==> config.mk <==
export PLATFORM = sky130hd
export DESIGN_NAME = keypad_emu_flat
export DESIGN_NICKNAME = d
export VERILOG_FILES = /design/src/rtl/keypad_emu_if.sv /design/src/rtl/keypad_emu.sv /design/src/flat_wrapper.sv
export SDC_FILE = /design/constraint.sdc
export NUM_CORES = 1
export LEC_CHECK = 0
export ABC_AREA = 1
export CAP_MARGIN = 25
export CELL_PAD_IN_SITES_DETAIL_PLACEMENT = 1
export CELL_PAD_IN_SITES_GLOBAL_PLACEMENT = 1
export CORE_AREA = 4 4 88 90
export CTS_BUF_LIST = sky130_fd_sc_hd__clkbuf_16
export CTS_CLUSTER_DIAMETER = 150
export DETAILED_ROUTE_END_ITERATION = 10
export DIE_AREA = 0 0 92 94
export GPL_ROUTABILITY_DRIVEN = 0
export PLACE_DENSITY = 0.61
export SYNTH_ARGS = -nofsm -noshare
export SYNTH_HDL_FRONTEND = slang
export SYNTH_SLANG_ARGS = --single-unit
==> constraint.sdc <==
create_clock -name clk -period 1.6 [get_ports clk]
set_input_delay 0.16 -clock clk [delete_from_list [all_inputs] [get_ports clk]]
set_output_delay 0.16 -clock clk [all_outputs]
set_load 0.05 [all_outputs]
==> src/rtl/keypad_emu_if.sv <==
// Key-request handshake and row/column scan signals of the 4x4 keypad emulator.
interface keypad_emu_if;
    logic       key_valid;
    logic [3:0] key_code;
    logic       key_ready;
    logic [3:0] cHigh;
    logic [3:0] rows;
    logic       contact;
    logic       done;

    modport master (
        output key_valid, key_code, cHigh,
        input  key_ready, rows, contact, done
    );

    modport slave (
        input  key_valid, key_code, cHigh,
        output key_ready, rows, contact, done
    );
endinterface

==> src/rtl/keypad_emu.sv <==
// 4x4 matrix keypad emulator: presses one commanded key with bounce, hold and release gap.
// Optional macro KEYEMU_BOUNCE_EN adds LFSR-driven contact chatter during the bounce phases.
module keypad_emu #(
    parameter int unsigned TICK_DIV     = 4,
    parameter int unsigned BOUNCE_TICKS = 3,
    parameter int unsigned HOLD_TICKS   = 5,
    parameter int unsigned GAP_TICKS    = 2
) (
    input  logic        clk,
    input  logic        reset,
    keypad_emu_if.slave kp
);
    localparam int unsigned DW = (TICK_DIV > 1) ? $clog2(TICK_DIV) : 1;
    localparam int unsigned TW = 16;

    typedef enum logic [2:0] {IDLE, BOUNCE_IN, HELD, BOUNCE_OUT, GAP} state_t;

    state_t          state_q, state_nx;
    logic [DW-1:0]   div_q, div_nx;
    logic [TW-1:0]   tcnt_q, tcnt_nx;
    logic [TW-1:0]   dur;
    logic [7:0]      lfsr_q, lfsr_nx;
    logic [3:0]      code_q, code_nx;
    logic            contact_q, contact_nx;
    logic            done_q, done_nx;
    logic            tick, accept, last, fb;
    logic [1:0]      krow, kcol;

    assign tick   = (div_q == DW'(TICK_DIV - 1));
    assign accept = kp.key_valid & kp.key_ready;
    assign fb     = lfsr_q[7] ^ lfsr_q[5] ^ lfsr_q[4] ^ lfsr_q[3];
    assign last   = tick & (tcnt_q == dur - TW'(1));

    always_comb begin
        unique case (state_q)
            BOUNCE_IN, BOUNCE_OUT: dur = TW'(BOUNCE_TICKS);
            HELD:                  dur = TW'(HOLD_TICKS);
            GAP:                   dur = TW'(GAP_TICKS);
            default:               dur = TW'(1);
        endcase
    end

    always_ff @(posedge clk) begin
        if (reset) begin
            state_q   <= IDLE;
            div_q     <= '0;
            tcnt_q    <= '0;
            lfsr_q    <= 8'hA5;
            code_q    <= '0;
            contact_q <= 1'b0;
            done_q    <= 1'b0;
        end else begin
            state_q   <= state_nx;
            div_q     <= div_nx;
            tcnt_q    <= tcnt_nx;
            lfsr_q    <= lfsr_nx;
            code_q    <= code_nx;
            contact_q <= contact_nx;
            done_q    <= done_nx;
        end
    end

    // Contact is registered and only moves on ticks, so in the clean build it rises on
    // HELD entry and falls on HELD exit; the bounce build chatters between those edges.
    always_comb begin
        state_nx   = state_q;
        div_nx     = tick ? '0 : div_q + 1'b1;
        lfsr_nx    = tick ? {lfsr_q[6:0], fb} : lfsr_q;
        tcnt_nx    = tick ? tcnt_q + 1'b1 : tcnt_q;
        code_nx    = code_q;
        contact_nx = contact_q;
        done_nx    = 1'b0;
        unique case (state_q)
            IDLE: begin
                contact_nx = 1'b0;
                tcnt_nx    = '0;
                if (accept) begin
                    code_nx  = kp.key_code;
                    div_nx   = '0;
                    state_nx = BOUNCE_IN;
                end
            end
            BOUNCE_IN: begin
`ifdef KEYEMU_BOUNCE_EN
                if (tick) contact_nx = lfsr_q[0];
`else
                contact_nx = 1'b0;
`endif
                if (last) begin
                    contact_nx = 1'b1;
                    tcnt_nx    = '0;
                    state_nx   = HELD;
                end
            end
            HELD: begin
                contact_nx = 1'b1;
                if (last) begin
`ifdef KEYEMU_BOUNCE_EN
                    contact_nx = 1'b1;
`else
                    contact_nx = 1'b0;
`endif
                    tcnt_nx  = '0;
                    state_nx = BOUNCE_OUT;
                end
            end
            BOUNCE_OUT: begin
`ifdef KEYEMU_BOUNCE_EN
                if (tick) contact_nx = lfsr_q[0];
`else
                contact_nx = 1'b0;
`endif
                if (last) begin
                    contact_nx = 1'b0;
                    tcnt_nx    = '0;
                    state_nx   = GAP;
                end
            end
            GAP: begin
                contact_nx = 1'b0;
                if (last) begin
                    done_nx  = 1'b1;
                    tcnt_nx  = '0;
                    state_nx = IDLE;
                end
            end
            default: state_nx = IDLE;
        endcase
    end

    always_comb begin
        unique case (code_q)
            4'h1:    {krow, kcol} = 4'b00_00;
            4'h2:    {krow, kcol} = 4'b00_01;
            4'h3:    {krow, kcol} = 4'b00_10;
            4'hA:    {krow, kcol} = 4'b00_11;
            4'h4:    {krow, kcol} = 4'b01_00;
            4'h5:    {krow, kcol} = 4'b01_01;
            4'h6:    {krow, kcol} = 4'b01_10;
            4'hB:    {krow, kcol} = 4'b01_11;
            4'h7:    {krow, kcol} = 4'b10_00;
            4'h8:    {krow, kcol} = 4'b10_01;
            4'h9:    {krow, kcol} = 4'b10_10;
            4'hC:    {krow, kcol} = 4'b10_11;
            4'hE:    {krow, kcol} = 4'b11_00;
            4'h0:    {krow, kcol} = 4'b11_01;
            4'hF:    {krow, kcol} = 4'b11_10;
            default: {krow, kcol} = 4'b11_11;
        endcase
    end

    // Row return is combinational from the column drive, like a physical switch.
    assign kp.rows      = (4'b0001 << krow) & {4{contact_q & kp.cHigh[kcol]}};
    assign kp.key_ready = (state_q == IDLE) & ~reset;
    assign kp.contact   = contact_q;
    assign kp.done      = done_q;
endmodule

==> src/flat_wrapper.sv <==
// flat-port wrapper written by rule: the top's interface ports become plain ports
module keypad_emu_flat 
#(
    parameter int unsigned TICK_DIV     = 4,
    parameter int unsigned BOUNCE_TICKS = 3,
    parameter int unsigned HOLD_TICKS   = 5,
    parameter int unsigned GAP_TICKS    = 2
)
  (clk, reset, kp_key_valid, kp_key_code, kp_cHigh, kp_key_ready, kp_rows, kp_contact, kp_done);
  keypad_emu_if kp_i ();
  input  logic clk;
  input  logic reset;
  input wire logic [$bits(kp_i.key_valid)-1:0] kp_key_valid;
  input wire logic [$bits(kp_i.key_code)-1:0] kp_key_code;
  input wire logic [$bits(kp_i.cHigh)-1:0] kp_cHigh;
  output wire logic [$bits(kp_i.key_ready)-1:0] kp_key_ready;
  output wire logic [$bits(kp_i.rows)-1:0] kp_rows;
  output wire logic [$bits(kp_i.contact)-1:0] kp_contact;
  output wire logic [$bits(kp_i.done)-1:0] kp_done;
  assign kp_i.key_valid = kp_key_valid;
  assign kp_i.key_code = kp_key_code;
  assign kp_i.cHigh = kp_cHigh;
  assign kp_key_ready = kp_i.key_ready;
  assign kp_rows = kp_i.rows;
  assign kp_contact = kp_i.contact;
  assign kp_done = kp_i.done;
  keypad_emu #(.TICK_DIV(TICK_DIV), .BOUNCE_TICKS(BOUNCE_TICKS), .HOLD_TICKS(HOLD_TICKS), .GAP_TICKS(GAP_TICKS)) u_core (.clk(clk), .reset(reset), .kp(kp_i));
endmodule
# After elaboration in Yosys (flattened, before gate mapping)
# Memories as Yosys holds them, arrays and structs flattened. A register that Yosys moved wholly into a read port is not among the register bits.
# Cells that the tools add are included.
# word_totals
ff_bits,27
in_bits,11
mem_count,1
out_inout_bits,7
romBits,64
wordCells,58
# memory_table
name,words,word_bits,rd,rd_ports_with_merged_regs,write_ports,line_no,rtl
(name not given),16,4,1,1,0,keypad_emu.sv:132,unique case (code_q)
# op_classes
n_reduce_logical,8
eq_ne,11
magnitude_cmp,1
shift,1
n_mux,20
bitwise_logic,7
n_addsub,3
# ops
cell,count
$mux 16,2
$pmux 16 s2,1
$add 16x1->16 const B,1
$eq 16x16->1,1
$mux 3,5
$pmux 3 s5,1
$ne 2x1->1 const B,5
$pmux 3 s3,1
$mux 4,2
$eq 3x2->1 const B,2
$mux 2,3
$reduce_and 5->1,1
$and 1x1->1,4
$and 4x4->4,1
$reduce_or 2->1,2
$reduce_or 4->1,1
$shl 1x2->4 const A,1
$sub 3x1->4 const B,1
$eq 3x1->1 const B,1
$eq 3x3->1 const B,1
$logic_not 3->1,1
$lt 2x3->1 const B,1
$mux 1,3
$pmux 1 s3,1
other kinds (7),8

# Logic depth before layout (Yosys ltp)
# Gate-level depths: netlist of the first run.
# depth
ltp_word,8
ltp_mapped,12
depth_no_buf,12

# Least setup slack after synthesis of the first run
# OpenSTA, ideal clock, no wires.
# synth_timing
path_type,register to output
start,register u_core.contact_q (netlist: u_core.kp.contact)
end,output kp_rows[0]
required_time_ps,1440
arrival_time_ps,1872
path_slack_ps,-432
path_buffers,0
stages_incl_launch_ff,3
path_cell_list,dfxtp_1 > nand2_1 > nor3_1
# synth_between
elab_chain_len,2
# synth_lines
element,line_no,rtl
start: declaration,keypad_emu.sv:24,"logic contact_q, contact_nx;"
start signal: assignment,keypad_emu.sv:58,contact_q <= contact_nx;
$and 1x1->1,keypad_emu.sv:153,assign kp.rows = (4'b0001 << krow) & {4{contact_q & kp.cHigh[kcol]}};
$and 4x4->4,keypad_emu.sv:153,
end: declaration,flat_wrapper.sv:17,output wire logic [$bits(kp_i.rows)-1:0] kp_rows;
# No other way between the ends.

# Final worst setup path of the first run
# layout_timing
start,"register, netlist name u_core.kcol[0]"
end,output kp_rows[2]
# layout_between
elab_chain_len,4
# layout_lines
element,line_no
$bmux 1 s2,keypad_emu.sv:153
$mux 1 (not written as such),keypad_emu.sv:153
$and 1x1->1,keypad_emu.sv:153
$and 4x4->4,keypad_emu.sv:153
# No other way between the ends. The select of a mux whose other input is x is not followed.

==> reports/results.ini, run 1 <==
[setup_path]
reg2reg_slack_ps=40
crit_path_start_kind=register
crit_fanout=4
r2r_start=u_core.state_q[0]
r2r_end=u_core.krow[1]
required_ps=1440
worstSetupPathType=register to output pin
arrival_ps=1470
worst_setup_path_end_kind=output pin
r2r_cells=10

[drt]
viasPerCell=4.25
detailroute.via_count=1754
wl_per_cell_um=12.3
drc=0
drt-total-wl_mm=5.09
dr.pass1.iters=4
drt_iter0_markers=36
drtAntennaViolNets=0

[timing]
finalHoldViolations=0
drv_slew=0
fin_crit_ps=1630
fmax_mhz=615
finalSetupViolCount=4
period_share_pct=102
setup_slack_ps=-27.1
rsz0062_at_grt=true
fin_tns_setup_ps=-75.0
worst_pin_slew_ps=372
relSlewSlack_pct=75.0
clock-skew-final_ps=5.71

[placed_design]
port_buffers=17
hpwlAfterDp_mm=3.46
dpl_cell_area_sq_um=2200

[clock_network]
cts_sinks=31
h-tree-depth=2
cts_tree=built
cts_root_buf=clkbuf_16
worstSkewPairLatency_ps=270
clk_path_buf_depth=2
clkTransAtPathRegs_ps=50
numCtsBuffers=5

[min_path]
hold_path_depth=2
holdCritStartpoint=u_core.tcnt_q[8]
hold_end=u_core.tcnt_q[8]
min_path_type=register to register

[logic_synthesis]
avgSynthCellArea_sq_um=6.58
async_flop_share_pct=0
synth_ff_type=dfxtp_1
synth_cell_types=25
syn_area_sq_um=1700
synth_nets=271
ys_warn_count=0
synth-seq-cells=31
synthCells=258
synth-edff-count=0
seq_area_frac_synth_pct=36.6

[run]
cap_violations=0

[power_and_ir_drop]
leakagePower_nw=1.16
p_per_area_nw_per_um2=1350
p_total_w=0.00371
irDropWorstVdd_v=0.000881

[outcome]
violations=setup timing
status=finished, violations left

[floorplanning]
dieArea_sq_um=8650
fp.dieW_um=92
die_h_um=94
fp.coreArea_sq_um=7060
num_rows=31
ios=18
initial_core_util_pct=24.1

[global_route]
antenna_found_initial=0
grt_pass1_vias=1829
grt_pass1_wl_mm=8.00
track_usage_pct=11.4
overflow=0
grt_max_degree=11

[finish]
area.growth.synth_to_final_pct=61.7
stdcell_area_sq_um=2750
layout_commonest_cell=nand2_1
final_cell_mix=44 x nand2_1, 42 x nor2_1, 29 x buf_4, 28 x inv_1, 21 x dfxtp_1
diodes=0
layout.nets=326
layout-drive-gt1-share_pct=38.5

==> cell families after synthesis <==
| kind of cell | after synthesis | share of synthesized area [%] |
|---|---|---|
| DFF | 31 | 36.6 |
| buffers and inverters | 39 | 9.36 |
| adders and majority gates | 2 | 1.47 |
| xor gates and xnor gates | 12 | 6.19 |
| and+or+nand+nor | 159 | 39.9 |
| AOI/OAI and AO/OA | 15 | 6.56 |
==> layout make-up <==
| class | instances | area [sq um] |
|---|---|---|
| Multi-Input combinational cell | 189 | 1170 |
| Timing Repair Buffer | 50 | 509 |
| Clock buffer | 5 | 125 |
| Fill cell | 880 | 4310 |
| Inverter | 36 | 140 |
| Sequential cell | 31 | 641 |
| Clock inverter | 3 | 38.8 |
| Tap cell | 99 | 124 |
==> metal layers <==
layer	part of all wire, %	up-vias	wire length (um)	global-route usage (%)
met5	0	-	0	0
met3	1.8	6	94	2.64
met2	55	14	2780	20.8
li1	-	917	-	-
met1	43	817	2170	13.4
met4	0.88	0	45	3.34
==> registers in the layout, indices dropped and copies added (netlist names) <==
name               flops
u_core.tcnt_q         16
u_core.code_q          4
u_core.state_q         3
u_core.div_q           2
u_core.kcol            2
u_core.krow            2
u_core.kp.contact      1
u_core.kp.done         1
==> critical path: stages, from the launching register on <==
cell and delay, ps:
dfxtp_2 350, nor2_2 40, o32ai_2 250, nand2_2 190
nor3_4 200, buf_12 160
==> power breakdown <==
group / internal [W] / switching [W]
registers: 0.000892 / 0.000159
clock network: 0.000725 / 0.000340
logic: 0.000734 / 0.000862
total: 0.00235 / 0.00136
==> through the flow <==
stage	hold WS, ps	std cells	setup slack, ps	utilization [%]
2_1_floorplan	346	258	-66.5	-
3_3_place_gp	487	390	-81.4	31.1
3_5_place_dp	501	390	-114	31.1
4_1_cts	510	405	-38.9	35.6
5_1_grt	543	413	-103	38.9
6_report	516	413	-27.1	38.9
==> cells in the mapped netlist, types with 5 or more instances <==
library cell,instances,area (sq um)
dfxtp_1,31,621
inv_1,30,113
inv_2,6,22.5
nand2_1,59,221
nand2_2,5,31.3
nand3_1,16,80.1
nand4_1,5,31.3
nor2_1,57,214
nor3_1,13,65.1
o21ai_0,6,30.0
xor2_1,10,87.6
==> how the worst max path moves through the flow <==
stage | to | depth (start not counted) | start | slack (ps)
after floorplan | kp_rows[0] | 2 | u_core.kp.contact | -70
after global placement | u_core.krow[1] | 8 | kp_key_valid | -80
after detailed placement | u_core.krow[1] | 8 | kp_key_valid | -110
after CTS | u_core.tcnt_q[2] | 10 | u_core.state_q[2] | -40
after global routing | kp_rows[0] | 5 | u_core.kcol[0] | -100
final | kp_rows[2] | 5 | u_core.kcol[0] | -30
==> timing repair <==
action | 4_1_cts | 5_1_grt
setup endpoints to repair | 26 | 29
buffers inserted | 7 | 9
hold buffers | 0 | 0
gates cloned | 1 | 1
gates resized for setup | 20 | 59
pin swaps | 7 | 22
Note: power is estimated with default switching activity, not from simulation.
==> inputs of run 2 (changes only) <==
SLEW_MARGIN = 20   (was default)
==> results of run 2 <==
Same layout as run 1: the final DEF is identical, and so are final timing and power.
